$ cat config.mk
export PLATFORM = sky130hd
export DESIGN_NAME = alu_issue_sched_flat
export DESIGN_NICKNAME = d
export VERILOG_FILES = /design/src/rtl/alu_issue_sched_pkg.sv /design/src/rtl/alu_issue_sched_if.sv /design/src/rtl/alu_issue_sched_arb.sv /design/src/rtl/alu_issue_sched.sv /design/src/flat_wrapper.sv
export SDC_FILE = /design/constraint.sdc
export NUM_CORES = 1
export LEC_CHECK = 0
export BUFFER_PORTS_ARGS = -buffer_cell sky130_fd_sc_hd__buf_2
export CAP_MARGIN = 20
export CORE_ASPECT_RATIO = 1.2
export CORE_MARGIN = 2
export CORE_UTILIZATION = 23
export CTS_BUF_LIST = sky130_fd_sc_hd__clkbuf_4 sky130_fd_sc_hd__clkbuf_8
export DETAILED_ROUTE_END_ITERATION = 10
export GPL_TIMING_DRIVEN = 0
export PLACE_DENSITY = 0.56
export SETUP_SLACK_MARGIN = 0.4
export SLEW_MARGIN = 5
export SYNTH_ARGS = -nofsm -noshare
export SYNTH_HDL_FRONTEND = slang
export SYNTH_HIERARCHICAL = 1
export SYNTH_SLANG_ARGS = --single-unit
$ cat constraint.sdc
create_clock -name clock -period 4.25 [get_ports clock]
set_input_delay 0.425 -clock clock [delete_from_list [all_inputs] [get_ports clock]]
set_output_delay 0.425 -clock clock [all_outputs]
set_load 0.02 [all_outputs]
$ cat src/rtl/alu_issue_sched_pkg.sv
// alu_sched_pkg: shared types for the ALU issue scheduler.
//   ex_entry_t    - execute-stage payload (op, d1, d2, tag)
//   wb_entry_t    - writeback-buffer payload (tag, data)
//   sched_state_t - {ex_valid, wb_valid} pipeline occupancy
//   n_req_ok()    - legal requester-count range (2..8)
package alu_sched_pkg;

    localparam int SCHED_N_REQ = 4;
    localparam int SCHED_BW    = 32;
    localparam int SCHED_TAG_W = 6;
    localparam int OP_W        = 4;

    typedef struct packed {
        logic [OP_W-1:0]        op;
        logic [SCHED_BW-1:0]    d1;
        logic [SCHED_BW-1:0]    d2;
        logic [SCHED_TAG_W-1:0] tag;
    } ex_entry_t;

    typedef struct packed {
        logic [SCHED_TAG_W-1:0] tag;
        logic [SCHED_BW-1:0]    data;
    } wb_entry_t;

    // Encoding is {ex_valid, wb_valid} so the valid bits read straight off.
    typedef enum logic [1:0] {
        ST_IDLE  = 2'b00,
        ST_DRAIN = 2'b01,
        ST_EXEC  = 2'b10,
        ST_FULL  = 2'b11
    } sched_state_t;

    function automatic bit n_req_ok(input int n);
        return (n >= 2) && (n <= 8);
    endfunction

endpackage

$ cat src/rtl/alu_issue_sched_if.sv
// alu_issue_sched_if: requester, ALU and CDB signals of the issue scheduler.
//   req_valid/op/d1/d2/tag -> scheduler, req_ready <- scheduler (one-hot)
//   alu_d1/d2/choice       <- scheduler, alu_res -> scheduler
//   cdb_valid/tag/data     <- scheduler, cdb_ready -> scheduler
// Modports: master = environment (reservation stations, ALU, CDB),
//           slave  = scheduler.
interface alu_issue_sched_if #(
    parameter int N_REQ = 4,
    parameter int BW    = 32,
    parameter int TAG_W = 6
);
    logic [N_REQ-1:0]            req_valid;
    logic [N_REQ-1:0][3:0]       req_op;
    logic [N_REQ-1:0][BW-1:0]    req_d1;
    logic [N_REQ-1:0][BW-1:0]    req_d2;
    logic [N_REQ-1:0][TAG_W-1:0] req_tag;
    logic [N_REQ-1:0]            req_ready;

    logic [BW-1:0]               alu_d1;
    logic [BW-1:0]               alu_d2;
    logic [3:0]                  alu_choice;
    logic [BW-1:0]               alu_res;

    logic                        cdb_valid;
    logic                        cdb_ready;
    logic [TAG_W-1:0]            cdb_tag;
    logic [BW-1:0]               cdb_data;

    modport master (
        output req_valid, req_op, req_d1, req_d2, req_tag, alu_res, cdb_ready,
        input  req_ready, alu_d1, alu_d2, alu_choice, cdb_valid, cdb_tag, cdb_data
    );

    modport slave (
        input  req_valid, req_op, req_d1, req_d2, req_tag, alu_res, cdb_ready,
        output req_ready, alu_d1, alu_d2, alu_choice, cdb_valid, cdb_tag, cdb_data
    );
endinterface

$ cat src/rtl/alu_issue_sched_arb.sv
// alu_rr_arbiter: one-hot grant over N requesters.
//   clock, rst_n - clock / async active-low reset (pointer only)
//   req_i        - request vector (already qualified by the caller)
//   advance_i    - a grant was taken this cycle; move the pointer
//   gnt_o        - one-hot grant, zero when req_i is zero
// Macro ALU_SCHED_RR_EN: round-robin from a pointer that moves past the last
// winner. Undefined: fixed priority, lowest index wins, no state.
module alu_rr_arbiter #(
    parameter int N = 4
) (
    input  logic         clock,
    input  logic         rst_n,
    input  logic [N-1:0] req_i,
    input  logic         advance_i,
    output logic [N-1:0] gnt_o
);
`ifdef ALU_SCHED_RR_EN
    localparam int PW = (N > 1) ? $clog2(N) : 1;

    logic [PW-1:0] ptr_q, ptr_d;
    logic [PW-1:0] idx_c;
    logic          found_c;

    always_comb begin
        gnt_o   = '0;
        ptr_d   = ptr_q;
        idx_c   = '0;
        found_c = 1'b0;
        for (int k = 0; k < N; k++) begin
            idx_c = PW'((int'(ptr_q) + k) % N);
            if (!found_c && req_i[idx_c]) begin
                gnt_o[idx_c] = 1'b1;
                ptr_d        = PW'((int'(idx_c) + 1) % N);
                found_c      = 1'b1;
            end
        end
    end

    always_ff @(posedge clock or negedge rst_n) begin
        if (!rst_n)
            ptr_q <= '0;
        else if (advance_i)
            ptr_q <= ptr_d;
    end
`else
    logic unused_arb;
    assign unused_arb = clock ^ rst_n ^ advance_i;

    // Two's-complement trick isolates the lowest set request bit.
    assign gnt_o = req_i & (~req_i + {{(N-1){1'b0}}, 1'b1});
`endif
endmodule

$ cat src/rtl/alu_issue_sched.sv
// alu_issue_sched: shares one ALU among N_REQ reservation-station requesters.
// Grants one ready requester per cycle into EX (drives the ALU), captures the
// ALU result into a single-entry WB buffer and broadcasts it on the CDB.
//   clock - rising-edge clock        rst_n - async active-low reset
//   flush - mispredict flush; kills EX and WB, blocks grants this cycle
//   bus   - alu_issue_sched_if.slave (requesters, ALU, CDB)
// Macro ALU_SCHED_RR_EN selects round-robin arbitration (default fixed
// priority, lowest index first).
//
// state    | meaning
// ---------+------------------------------------------
// ST_IDLE  | EX empty, WB empty
// ST_EXEC  | EX holds an instruction, WB empty
// ST_DRAIN | EX empty, WB holds a result for the CDB
// ST_FULL  | EX and WB both occupied
module alu_issue_sched
    import alu_sched_pkg::*;
#(
    parameter int N_REQ = SCHED_N_REQ,
    parameter int BW    = SCHED_BW,
    parameter int TAG_W = SCHED_TAG_W
) (
    input  logic clock,
    input  logic rst_n,
    input  logic flush,
    alu_issue_sched_if.slave bus
);
    if (!n_req_ok(N_REQ)) begin : g_bad_n_req
        $error("alu_issue_sched: N_REQ must be within 2..8");
    end
    if (BW != SCHED_BW || TAG_W != SCHED_TAG_W) begin : g_bad_width
        $error("alu_issue_sched: BW/TAG_W must match alu_sched_pkg");
    end

    sched_state_t     state_q, state_d;
    ex_entry_t        ex_q, ex_d, sel_c;
    wb_entry_t        wb_q, wb_d;
    logic             ex_valid, wb_valid;
    logic             wb_adv, ex_free, issue_en, any_gnt;
    logic [N_REQ-1:0] arb_req, gnt;

    assign ex_valid = state_q[1];
    assign wb_valid = state_q[0];
    assign wb_adv   = ex_valid & (~wb_valid | bus.cdb_ready);
    assign ex_free  = ~ex_valid | wb_adv;
    assign issue_en = ex_free & ~flush;
    assign arb_req  = bus.req_valid & {N_REQ{issue_en}};
    assign any_gnt  = |gnt;

    alu_rr_arbiter #(.N(N_REQ)) u_arb (
        .clock     (clock),
        .rst_n     (rst_n),
        .req_i     (arb_req),
        .advance_i (any_gnt),
        .gnt_o     (gnt)
    );

    always_comb begin
        sel_c = '0;
        for (int i = 0; i < N_REQ; i++) begin
            if (gnt[i]) begin
                sel_c.op  = bus.req_op[i];
                sel_c.d1  = bus.req_d1[i];
                sel_c.d2  = bus.req_d2[i];
                sel_c.tag = bus.req_tag[i];
            end
        end
    end

    always_comb begin
        ex_d = any_gnt ? sel_c : ex_q;
        wb_d = wb_q;
        if (wb_adv && !flush) begin
            wb_d.tag  = ex_q.tag;
            wb_d.data = bus.alu_res;
        end
    end

    always_ff @(posedge clock or negedge rst_n) begin
        if (!rst_n) begin
            state_q <= ST_IDLE;
        end else begin
            state_q <= state_d;
        end
    end

    always_ff @(posedge clock or negedge rst_n) begin
        if (!rst_n) begin
            ex_q <= '0;
            wb_q <= '0;
        end else begin
            ex_q <= ex_d;
            wb_q <= wb_d;
        end
    end

    // Flush outranks everything; a refill of WB outranks a CDB acceptance.
    always_comb begin
        logic ex_nxt, wb_nxt;
        ex_nxt = ex_valid;
        wb_nxt = wb_valid;
        if (flush) begin
            ex_nxt = 1'b0;
            wb_nxt = 1'b0;
        end else begin
            if (any_gnt)
                ex_nxt = 1'b1;
            else if (wb_adv)
                ex_nxt = 1'b0;
            if (wb_adv)
                wb_nxt = 1'b1;
            else if (bus.cdb_ready)
                wb_nxt = 1'b0;
        end
        state_d = sched_state_t'({ex_nxt, wb_nxt});
    end

    always_comb begin
        bus.req_ready  = gnt;
        bus.alu_d1     = ex_q.d1;
        bus.alu_d2     = ex_q.d2;
        bus.alu_choice = ex_q.op;
        bus.cdb_valid  = wb_valid;
        bus.cdb_tag    = wb_q.tag;
        bus.cdb_data   = wb_q.data;
    end
endmodule

$ cat src/flat_wrapper.sv
// flat-port wrapper written by rule: the top's interface ports become plain ports
module alu_issue_sched_flat import alu_sched_pkg::*;
#(
    parameter int N_REQ = SCHED_N_REQ,
    parameter int BW    = SCHED_BW,
    parameter int TAG_W = SCHED_TAG_W
)
  (clock, rst_n, flush, bus_req_valid, bus_req_op, bus_req_d1, bus_req_d2, bus_req_tag, bus_alu_res, bus_cdb_ready, bus_req_ready, bus_alu_d1, bus_alu_d2, bus_alu_choice, bus_cdb_valid, bus_cdb_tag, bus_cdb_data);
  alu_issue_sched_if #(.N_REQ(N_REQ), .BW(BW), .TAG_W(TAG_W)) bus_i ();
  input  logic clock;
  input  logic rst_n;
  input  logic flush;
  input wire logic [$bits(bus_i.req_valid)-1:0] bus_req_valid;
  input wire logic [$bits(bus_i.req_op)-1:0] bus_req_op;
  input wire logic [$bits(bus_i.req_d1)-1:0] bus_req_d1;
  input wire logic [$bits(bus_i.req_d2)-1:0] bus_req_d2;
  input wire logic [$bits(bus_i.req_tag)-1:0] bus_req_tag;
  input wire logic [$bits(bus_i.alu_res)-1:0] bus_alu_res;
  input wire logic [$bits(bus_i.cdb_ready)-1:0] bus_cdb_ready;
  output wire logic [$bits(bus_i.req_ready)-1:0] bus_req_ready;
  output wire logic [$bits(bus_i.alu_d1)-1:0] bus_alu_d1;
  output wire logic [$bits(bus_i.alu_d2)-1:0] bus_alu_d2;
  output wire logic [$bits(bus_i.alu_choice)-1:0] bus_alu_choice;
  output wire logic [$bits(bus_i.cdb_valid)-1:0] bus_cdb_valid;
  output wire logic [$bits(bus_i.cdb_tag)-1:0] bus_cdb_tag;
  output wire logic [$bits(bus_i.cdb_data)-1:0] bus_cdb_data;
  assign bus_i.req_valid = bus_req_valid;
  assign bus_i.req_op = bus_req_op;
  assign bus_i.req_d1 = bus_req_d1;
  assign bus_i.req_d2 = bus_req_d2;
  assign bus_i.req_tag = bus_req_tag;
  assign bus_i.alu_res = bus_alu_res;
  assign bus_i.cdb_ready = bus_cdb_ready;
  assign bus_req_ready = bus_i.req_ready;
  assign bus_alu_d1 = bus_i.alu_d1;
  assign bus_alu_d2 = bus_i.alu_d2;
  assign bus_alu_choice = bus_i.alu_choice;
  assign bus_cdb_valid = bus_i.cdb_valid;
  assign bus_cdb_tag = bus_i.cdb_tag;
  assign bus_cdb_data = bus_i.cdb_data;
  alu_issue_sched #(.N_REQ(N_REQ), .BW(BW), .TAG_W(TAG_W)) u_core (.clock(clock), .rst_n(rst_n), .flush(flush), .bus(bus_i));
endmodule
# Word-level counts from Yosys, hierarchy flattened
# Cells that the tools add are included.
[totals]
out_inout_bits = 111
input_bits = 336
ff_bits = 114
wordCells = 34
[classes]
n_mux = 10
bitwise_logic = 10
addsub = 1
reduce_logical = 5
[ops]
columns = ["op", "count"]
rows = [
  ["2-to-1 mux 74 bit", 4],
  ["AND 4 bit", 2],
  ["2-to-1 mux 1 bit", 6],
  ["nonzero test 3 bit", 2],
  ["adder 4 x 1 -> 4 bit (second input constant)", 1],
  ["inverter 4 bit", 1],
  ["OR reduction 4 bit", 1],
  ["inverter 1 bit", 3],
  ["AND 1 bit", 2],
  ["OR 1 bit", 2],
  ["logical AND 1 bit", 1],
  ["zero test 1 bit", 1],
]

# Logic depth before layout (Yosys ltp)
# Gate-level depths: netlist (run 1).
[logic_depth]
word_depth = 13
ltp_mapped = 10
ltp_nobuf = 8

# Modules after synthesis
# The synthesis (run 1) kept the hierarchy.
[by_module_without_submodules]
columns = ["mod", "cells_each", "n_inst", "area_each_um2", "seq_area_each_um2"]
rows = [
  ["alu_issue_sched", 740, 1, 7068.0, 2852.7],
  ["alu_rr_arbiter", 4, 1, 36.3, 0.0],
]

# Worst setup path after synthesis (run 1)
# Ideal clock, no wire load.
[synth_timing]
kind = "reg2reg"
startpoint = "register u_core.state_q[0]"
endpoint = "register u_core.ex_q (netlist bit u_core/bus.alu_choice[0])"
path_buffers = 2
arrival_ps = 2808
setup_ps = 126
setup_slack_ps = 1316
period_less_slack_ps = 2934
stages_incl_launch_ff = 10
required_time_ps = 4124
cell_sequence = "dfrtp_1 nor2b_2 a21oi_1 and2_1 nor3b_1 buf_6 buf_4 and3b_1 a211oi_1 o21ai_1"
[synth_via]
elab_cells_between_ends = 14
cone_classes = "add/sub: 1; mux: 4; bitwise: 8; reduce/logical: 1"
[synth_lines]
columns = ["element", "line_no", "rtl"]
rows = [
  ["start: declaration", "alu_issue_sched.sv:35", "sched_state_t state_q, state_d;"],
  ["start signal: assignment", "alu_issue_sched.sv:83", "state_q <= state_d;"],
  ["inverter 1 bit (*)", "alu_issue_sched.sv:44", "assign wb_adv = ex_valid & (~wb_valid | bus.cdb_ready);"],
  ["OR 1 bit (*)", "alu_issue_sched.sv:44", ""],
  ["AND 1 bit (*)", "alu_issue_sched.sv:44", ""],
  ["OR 1 bit (*)", "alu_issue_sched.sv:45", "assign ex_free = ~ex_valid | wb_adv;"],
  ["AND 1 bit (*)", "alu_issue_sched.sv:46", "assign issue_en = ex_free & ~flush;"],
  ["AND 4 bit (*)", "alu_issue_sched.sv:47", "assign arb_req = bus.req_valid & {N_REQ{issue_en}};"],
  ["net u_core.arb_req[2]", "alu_issue_sched.sv:40", "logic [N_REQ-1:0] arb_req, gnt;"],
  ["inverter 4 bit", "alu_issue_sched_arb.sv:50", "assign gnt_o = req_i & (~req_i + {{(N-1){1'b0}}, 1'b1});"],
  ["adder 4 x 1 -> 4 bit", "alu_issue_sched_arb.sv:50", ""],
  ["AND 4 bit (*)", "alu_issue_sched_arb.sv:50", ""],
  ["net bus_req_ready[2]", "flat_wrapper.sv:20", "output wire logic [$bits(bus_i.req_ready)-1:0] bus_req_ready;"],
  ["2-to-1 mux 74 bit (2 in a row)", "alu_issue_sched.sv:61", "if (gnt[i]) begin"],
  ["end signal: assignment", "alu_issue_sched.sv:89", "ex_q <= '0;"],
  ["end signal: assignment", "alu_issue_sched.sv:92", "ex_q <= ex_d;"],
  ["end: declaration", "alu_issue_sched.sv:36", "ex_entry_t ex_q, ex_d, sel_c;"],
]
# The timed path passes the listed nets; every way through them passes the cells marked *.
# A chain may end at the register's enable or synchronous reset.

# Worst setup path after layout (run 1)
[layout_timing]
startpoint = "register u_core.state_q[0]"
endpoint = "register u_core.ex_q (netlist bit u_core/bus.alu_d2[23])"
[layout_via]
elab_cells_between_ends = 14
cone_classes = "add/sub: 1; mux: 4; bitwise: 8; reduce/logical: 1"
[layout_lines]
columns = ["element", "line_no"]
rows = [
  ["inverter 1 bit (*)", "alu_issue_sched.sv:44"],
  ["OR 1 bit (*)", "alu_issue_sched.sv:44"],
  ["AND 1 bit (*)", "alu_issue_sched.sv:44"],
  ["OR 1 bit (*)", "alu_issue_sched.sv:45"],
  ["AND 1 bit (*)", "alu_issue_sched.sv:46"],
  ["AND 4 bit (*)", "alu_issue_sched.sv:47"],
  ["net u_core.arb_req[2]", "alu_issue_sched.sv:40"],
  ["inverter 4 bit", "alu_issue_sched_arb.sv:50"],
  ["adder 4 x 1 -> 4 bit", "alu_issue_sched_arb.sv:50"],
  ["AND 4 bit (*)", "alu_issue_sched_arb.sv:50"],
  ["2-to-1 mux 74 bit (2 in a row)", "alu_issue_sched.sv:61"],
]
# Marks and branches as above.

==> summary.txt, run 1 <==
======================================================================================
Cell with the largest stage delay on the worst path                       sky130_fd_sc_hd__nor3b_1
Average wire per standard cell                                                 17.9 um
Total design power                                                             4.05 mW
Cell breakdown of the critical path                                       nor2b_2, a21oi_1, and2_1, nor3b_1, buf_2, buf_6, buf_4, and3b_1, a211oi_1, o21ai_1
Setup repair after global routing missed its margin                                 no
Fin nets                                                                          1548
Synthesized area                                                            7100 sq um
Std-Cell Rows                                                                       70
Growth of design area from synthesis to finish                                   45.0%
Power density over the cells                                               393 nW/um^2
Overall die height                                                              197 um
FF/Latch Area                                                               2850 sq um
DP Wirelength                                                                  23.1 mm
Vias                                                                              7184
Post-route worst setup slack                                                  0.882 ns
Final hold viol count                                                                0
Category of the worst setup path launch point                                     flop
Total Negative Setup Slacks                                                       0 ns
Fill cells                                                                        3281
Rel. slew slack                                                                  0.548
Largest stage delay on the critical path                                       0.55 ns
Design Area, Final                                                         10300 sq um
Post_cts resized                                                                     0
Most area-consuming cells after synthesis                                 sky130_fd_sc_hd__dfrtp_1 (40%), sky130_fd_sc_hd__and3b_1 (9.0%), sky130_fd_sc_hd__buf_4 (8.3%)
Fin Clk Skew                                                                0.00859 ns
Root buf cell                                                             sky130_fd_sc_hd__clkbuf_8
Maximum root-to-sink buffer count                                                    2
CP Capture Type                                                                   flop
Filler-free cell count of the finished design                                     1622
Core Util, Final                                                                 0.338
DP Cell Count                                                                     1588
Minimum setup slack among reg-to-reg paths                                     0.88 ns
Global-route wire length before repair                                         42.2 mm
Area share of the largest cell type after synthesis                              0.402
Yosys warning count                                                                  6
Post-synth net total                                                              1080
Post-detailed-route count of antenna-violating nets                                  0
Number of CTS-inserted buffers                                                      17
Commonest non-fill, non-tap cell in the layout                            sky130_fd_sc_hd__buf_2
Biggest fanout along the worst timing path                                          10
Layout cells sized above 1                                                       0.512
Critical setup path kind                                                       reg2reg
Kind of path behind the tightest hold check                                     in2reg
Max capacitance violation total                                                      0
Post-route fraction of the period consumed by the critical path                  0.793
Highest-count cells in the layout ignoring fill and taps                  sky130_fd_sc_hd__buf_2 (469), sky130_fd_sc_hd__dfrtp_1 (114), sky130_fd_sc_hd__buf_4 (79)
Final Setup Violations                                                               0
Number of max-slew violations in the final report                                    0
Initial core utilization                                                         0.233
Total routing resource utilization after global routing                          0.174
Weighted congestion reported at the end of routability-driven placement          0.862
Dominant delay contributor by cell family on the critical path            simple AND/OR/NAND/NOR gates
Leakage power                                                                  5.83 nW
Library cells used by synthesis                                                     25
Vias in the first global route                                                    7188
Post-Place Setup Slack                                                        0.746 ns
H-tree depth reported by CTS                                                         4
Post-CTS setup buffer count                                                          0
Dominant cell type by area after synthesis                                sky130_fd_sc_hd__dfrtp_1
Status                                                                    finished clean
Worst skew pair latency                                                        0.44 ns
Buffers plus inverters on the worst setup path                                       3
Average cell area after synthesis                                           9.55 sq um
Timing-limited maximum frequency                                               297 MHz
Gate Count Post-Synth                                                              744
Ratio of routed vias to standard cells                                            4.43
Number of synthesized register bits                                                114
Pre-antenna DRT Iters                                                                6
Total length of routed wires                                                   29.0 mm
GR Overflow Total                                                                    0
Smallest hold slack                                                           0.196 ns
Count of buffers from port buffering                                               446
Critical path arrival                                                          3.68 ns
Num ports                                                                          447
Transition time of the tightest slew-check pin                                0.677 ns
Final period demand of the worst path                                          3.37 ns
Die outline width                                                               164 um
Clock Sink Count                                                                   114
Maximum number of pins on one net before global-route repair                        60
Standard cell area after detailed placement                                 9870 sq um
Residual DRC count                                                                   0
Drt first-iter violations                                                          339
WP data required                                                               4.56 ns
Worst IR drop on VDD                                                        0.000181 V
Clock tree from TritonCTS                                                         done
Number of antenna violations at the first check in global routing                    1
Fraction of the yosys area taken by sequential cells                             0.402
Die area                                                                   32300 sq um
Area of the multi-input gates                                               3420 sq um
Core box area                                                              30500 sq um
Clock slew at reported path FFs                                                0.08 ns
======================================================================================
flip-flops by register name, indices dropped and copies added (netlist names):
register,cells
u_core/ex_q,6
u_core/bus.alu_d2,32
u_core/bus.alu_choice,4
u_core/bus.cdb_data,32
u_core/state_q,2
u_core/bus.alu_d1,32
u_core/bus.cdb_tag,6
synth_stat cells:
cell and count:
sky130_fd_sc_hd__buf_2 23, sky130_fd_sc_hd__o21ai_0 13, sky130_fd_sc_hd__a211oi_1 73, sky130_fd_sc_hd__o21ai_1 60, sky130_fd_sc_hd__a221o_1 1, sky130_fd_sc_hd__mux2_2 38, sky130_fd_sc_hd__nor2_1 4, sky130_fd_sc_hd__nor3b_2 1
sky130_fd_sc_hd__nor3b_1 2, sky130_fd_sc_hd__and3b_1 73, sky130_fd_sc_hd__and2_1 4, sky130_fd_sc_hd__clkbuf_1 25, sky130_fd_sc_hd__a21o_1 73, sky130_fd_sc_hd__inv_1 2, sky130_fd_sc_hd__buf_6 1, sky130_fd_sc_hd__dfrtp_1 114
sky130_fd_sc_hd__nand3b_1 1, sky130_fd_sc_hd__nor2b_1 74, sky130_fd_sc_hd__buf_4 79, sky130_fd_sc_hd__nor2b_2 1, sky130_fd_sc_hd__a21oi_1 5, sky130_fd_sc_hd__clkbuf_2 2, sky130_fd_sc_hd__nor4b_2 1, sky130_fd_sc_hd__nand2_1 73
sky130_fd_sc_hd__nor4_4 1
layout make-up:
type | instances | area share
Antenna cell | 1 | 0.000243
Buffer | 130 | 0.0799
Clock buffer | 17 | 0.0227
Clock inverter | 15 | 0.0177
Inverter | 2 | 0.000729
Multi-Input combinational cell | 498 | 0.332
Sequential cell | 114 | 0.277
Tap cell | 396 | 0.0481
Timing Repair Buffer | 449 | 0.221
path summary, 6_finish.rpt:
check | from | to | cells past startpoint
worst min register to register | u_core/bus.alu_d1[4]$_DFFE_PN0P_ | u_core/bus.alu_d1[4]$_DFFE_PN0P_ | 2
worst min-delay path | flush | u_core/state_q[0]$_DFFE_PN0P_ | 2
min in group asynchronous | rst_n | u_core/bus.cdb_data[30]$_DFFE_PN0P_ | 2
worst max register to register | u_core/state_q[0]$_DFFE_PN0P_ | u_core/bus.alu_d2[23]$_DFFE_PN0P_ | 10
max in group asynchronous | rst_n | u_core/bus.alu_d1[17]$_DFFE_PN0P_ | 3
worst max-delay path | u_core/state_q[0]$_DFFE_PN0P_ | u_core/bus.alu_d2[23]$_DFFE_PN0P_ | 10
metal layers:
| layer | GRT usage | vias to the layer above | wire length, um |
|---|---|---|---|
| met5 | 0 | - | 0 |
| met4 | 0.0660 | 0 | 750 |
| met3 | 0.0381 | 38 | 1830 |
| met2 | 0.306 | 312 | 14600 |
| met1 | 0.206 | 3333 | 11800 |
| li1 | - | 3501 | - |
where the power goes:
group	leakage [nW]	switching [mW]	internal, mW	total (mW)
clock network	0.199	0.517	0.584	1.10
logic	4.26	0.808	0.681	1.49
registers	1.37	0.128	1.33	1.46
cell families after synthesis:
group | share of synthesized area
AO/OA/AOI/OAI | 0.211
buffers and inverters | 0.117
flip-flops | 0.402
multiplexers | 0.0602
AND/OR/NAND/NOR | 0.211
repair_timing:
| action | CTS | global route |
|---|---|---|
| endpoints found under the setup margin | 0 | 0 |
| hold buffers | 1 | 0 |
| hold endpoints to repair | 55 | 0 |
Note: power is estimated with default switching activity, not from simulation.
==> run 2, diff against run 1 <==
Settings changed: ABC_AREA set to 1, PLACE_DENSITY 0.56 to 0.58.
Clock period 4.25 ns to 3.07 ns, I/O delays scaled along.
==> summary.txt, run 2 <==
======================================================================================
Status                                                                    finished clean
Weighted congestion reported at the end of routability-driven placement          0.919
Fin nets                                                                          1882
Vias in the first global route                                                    8909
Std-Cell Rows                                                                       72
WP data required                                                               2.76 ns
Kind of path behind the tightest hold check                                     in2reg
Rel. slew slack                                                                  0.599
Synthesized area                                                            7450 sq um
Yosys warning count                                                                  6
Leakage power                                                                  6.14 nW
Gate Count Post-Synth                                                             1079
DP Wirelength                                                                  25.9 mm
Core Util, Final                                                                 0.332
Maximum number of pins on one net before global-route repair                        66
Cell breakdown of the critical path                                       inv_2, nor2_2, nand2_1, nand2_1, nor2_1, inv_1, nand2_1, nor2_2, buf_2
Final period demand of the worst path                                          2.27 ns
Fin Clk Skew                                                                0.00930 ns
Final hold viol count                                                                0
Max capacitance violation total                                                      0
GR Overflow Total                                                                    0
Total Negative Setup Slacks                                                       0 ns
Total design power                                                             5.65 mW
Highest-count cells in the layout ignoring fill and taps                  sky130_fd_sc_hd__buf_2 (499), sky130_fd_sc_hd__nand3_1 (334), sky130_fd_sc_hd__nand2_1 (303)
Num ports                                                                          447
Biggest fanout along the worst timing path                                           5
Initial core utilization                                                         0.232
Overall die height                                                              201 um
Drt first-iter violations                                                          448
Residual DRC count                                                                   0
Vias                                                                              8885
Timing-limited maximum frequency                                               440 MHz
Worst IR drop on VDD                                                        0.000182 V
Post-synth net total                                                              1415
Total length of routed wires                                                   32.7 mm
Number of CTS-inserted buffers                                                      17
Ratio of routed vias to standard cells                                            4.51
Average wire per standard cell                                                 16.6 um
Layout cells sized above 1                                                       0.409
Post-detailed-route count of antenna-violating nets                                  0
Count of buffers from port buffering                                               446
Maximum root-to-sink buffer count                                                    2
Worst skew pair latency                                                        0.45 ns
Number of max-slew violations in the final report                                    0
Post-route fraction of the period consumed by the critical path                  0.741
Average cell area after synthesis                                           6.91 sq um
Largest stage delay on the critical path                                       0.36 ns
Number of antenna violations at the first check in global routing                    6
Root buf cell                                                             sky130_fd_sc_hd__clkbuf_8
Transition time of the tightest slew-check pin                                0.602 ns
Die outline width                                                               168 um
Dominant delay contributor by cell family on the critical path            simple AND/OR/NAND/NOR gates
Power density over the cells                                               530 nW/um^2
Die area                                                                   33900 sq um
H-tree depth reported by CTS                                                         4
Pre-antenna DRT Iters                                                                5
Cell with the largest stage delay on the worst path                       sky130_fd_sc_hd__dfrtp_1
Commonest non-fill, non-tap cell in the layout                            sky130_fd_sc_hd__buf_2
Core box area                                                              32100 sq um
Total routing resource utilization after global routing                          0.187
Most numerous cell on the critical path                                   sky130_fd_sc_hd__nand2_1
Clock tree from TritonCTS                                                         done
Setup repair after global routing missed its margin                                 no
Clock Sink Count                                                                   114
CP Capture Type                                                            output port
Clock slew at reported path FFs                                                0.09 ns
Final Setup Violations                                                               0
Growth of design area from synthesis to finish                                   43.0%
Critical setup path kind                                                       reg2out
Category of the worst setup path launch point                                     flop
Critical path arrival                                                          1.97 ns
Buffers plus inverters on the worst setup path                                       3
Global-route wire length before repair                                         48.7 mm
======================================================================================
## run 2: path summary, 6_finish.rpt
check	from	to	slack, ns	depth (start not counted)
max	u_core/state_q[0]$_DFFE_PN0P_	bus_req_ready[3]	0.80	9
min	bus_req_d1[105]	u_core/bus.alu_d1[9]$_DFFE_PN0P_	0.07	3
max reg2reg	u_core/state_q[0]$_DFFE_PN0P_	u_core/bus.alu_d1[18]$_DFFE_PN0P_	0.82	13
min reg2reg	u_core/bus.cdb_data[2]$_DFFE_PN0P_	u_core/bus.cdb_data[2]$_DFFE_PN0P_	0.47	2
max in group asynchronous	rst_n	u_core/bus.alu_d2[31]$_DFFE_PN0P_	1.98	3
min in group asynchronous	rst_n	u_core/bus.alu_d2[10]$_DFFE_PN0P_	0.37	2
## run 2: layout make-up
class                           count  area (sq um)
Antenna cell                        4          10.0
Buffer                            154          1030
Clock buffer                       17           234
Clock inverter                     15           173
Fill cell                        3578         21400
Inverter                           87           327
Multi-Input combinational cell    724          3250
Sequential cell                   114          2850
Tap cell                          407           509
Timing Repair Buffer              448          2280
## run 2: per-layer routing
metal,vias to the layer above,track usage,share of wire
met3,35,0.0403,0.060
met1,4123,0.221,0.42
met4,4,0.0597,0.019
met2,332,0.335,0.50
li1,4391,-,-
met5,-,0,0.00083
## run 2: through the flow
stage / setup WS [ns] / instance area (sq um) / hold slack [ns] / cells
6_report: 0.795 / 10700 / 0.0667 / 1970
3_5_place_dp: 0.562 / 10200 / 0.294 / 1933
3_3_place_gp: 0.0976 / 10200 / 0.450 / 1932
4_1_cts: 0.567 / 10600 / 0.0206 / 1966
5_1_grt: 0.467 / 10700 / 0.0420 / 1970
2_1_floorplan: 0.961 / 7450 / 0.0114 / 1079
## run 2: timing repair
item                                    CTS  global route
endpoints found under the setup margin    0            28
gates resized for setup                   0             1
buffers inserted                          0             0
hold buffers                              1             0
endpoints found under the hold margin    49             0
## run 2: where the power goes
group	total [mW]	switching (mW)	internal, mW
registers	2.01	0.182	1.83
clock network	1.50	0.750	0.747
logic	2.14	1.25	0.897
## run 2: worst min-delay path, delay by kind of cell
kind | cells | cell delay, ns
simple gates | 2 | 0.11
buf+inv | 1 | 0.07
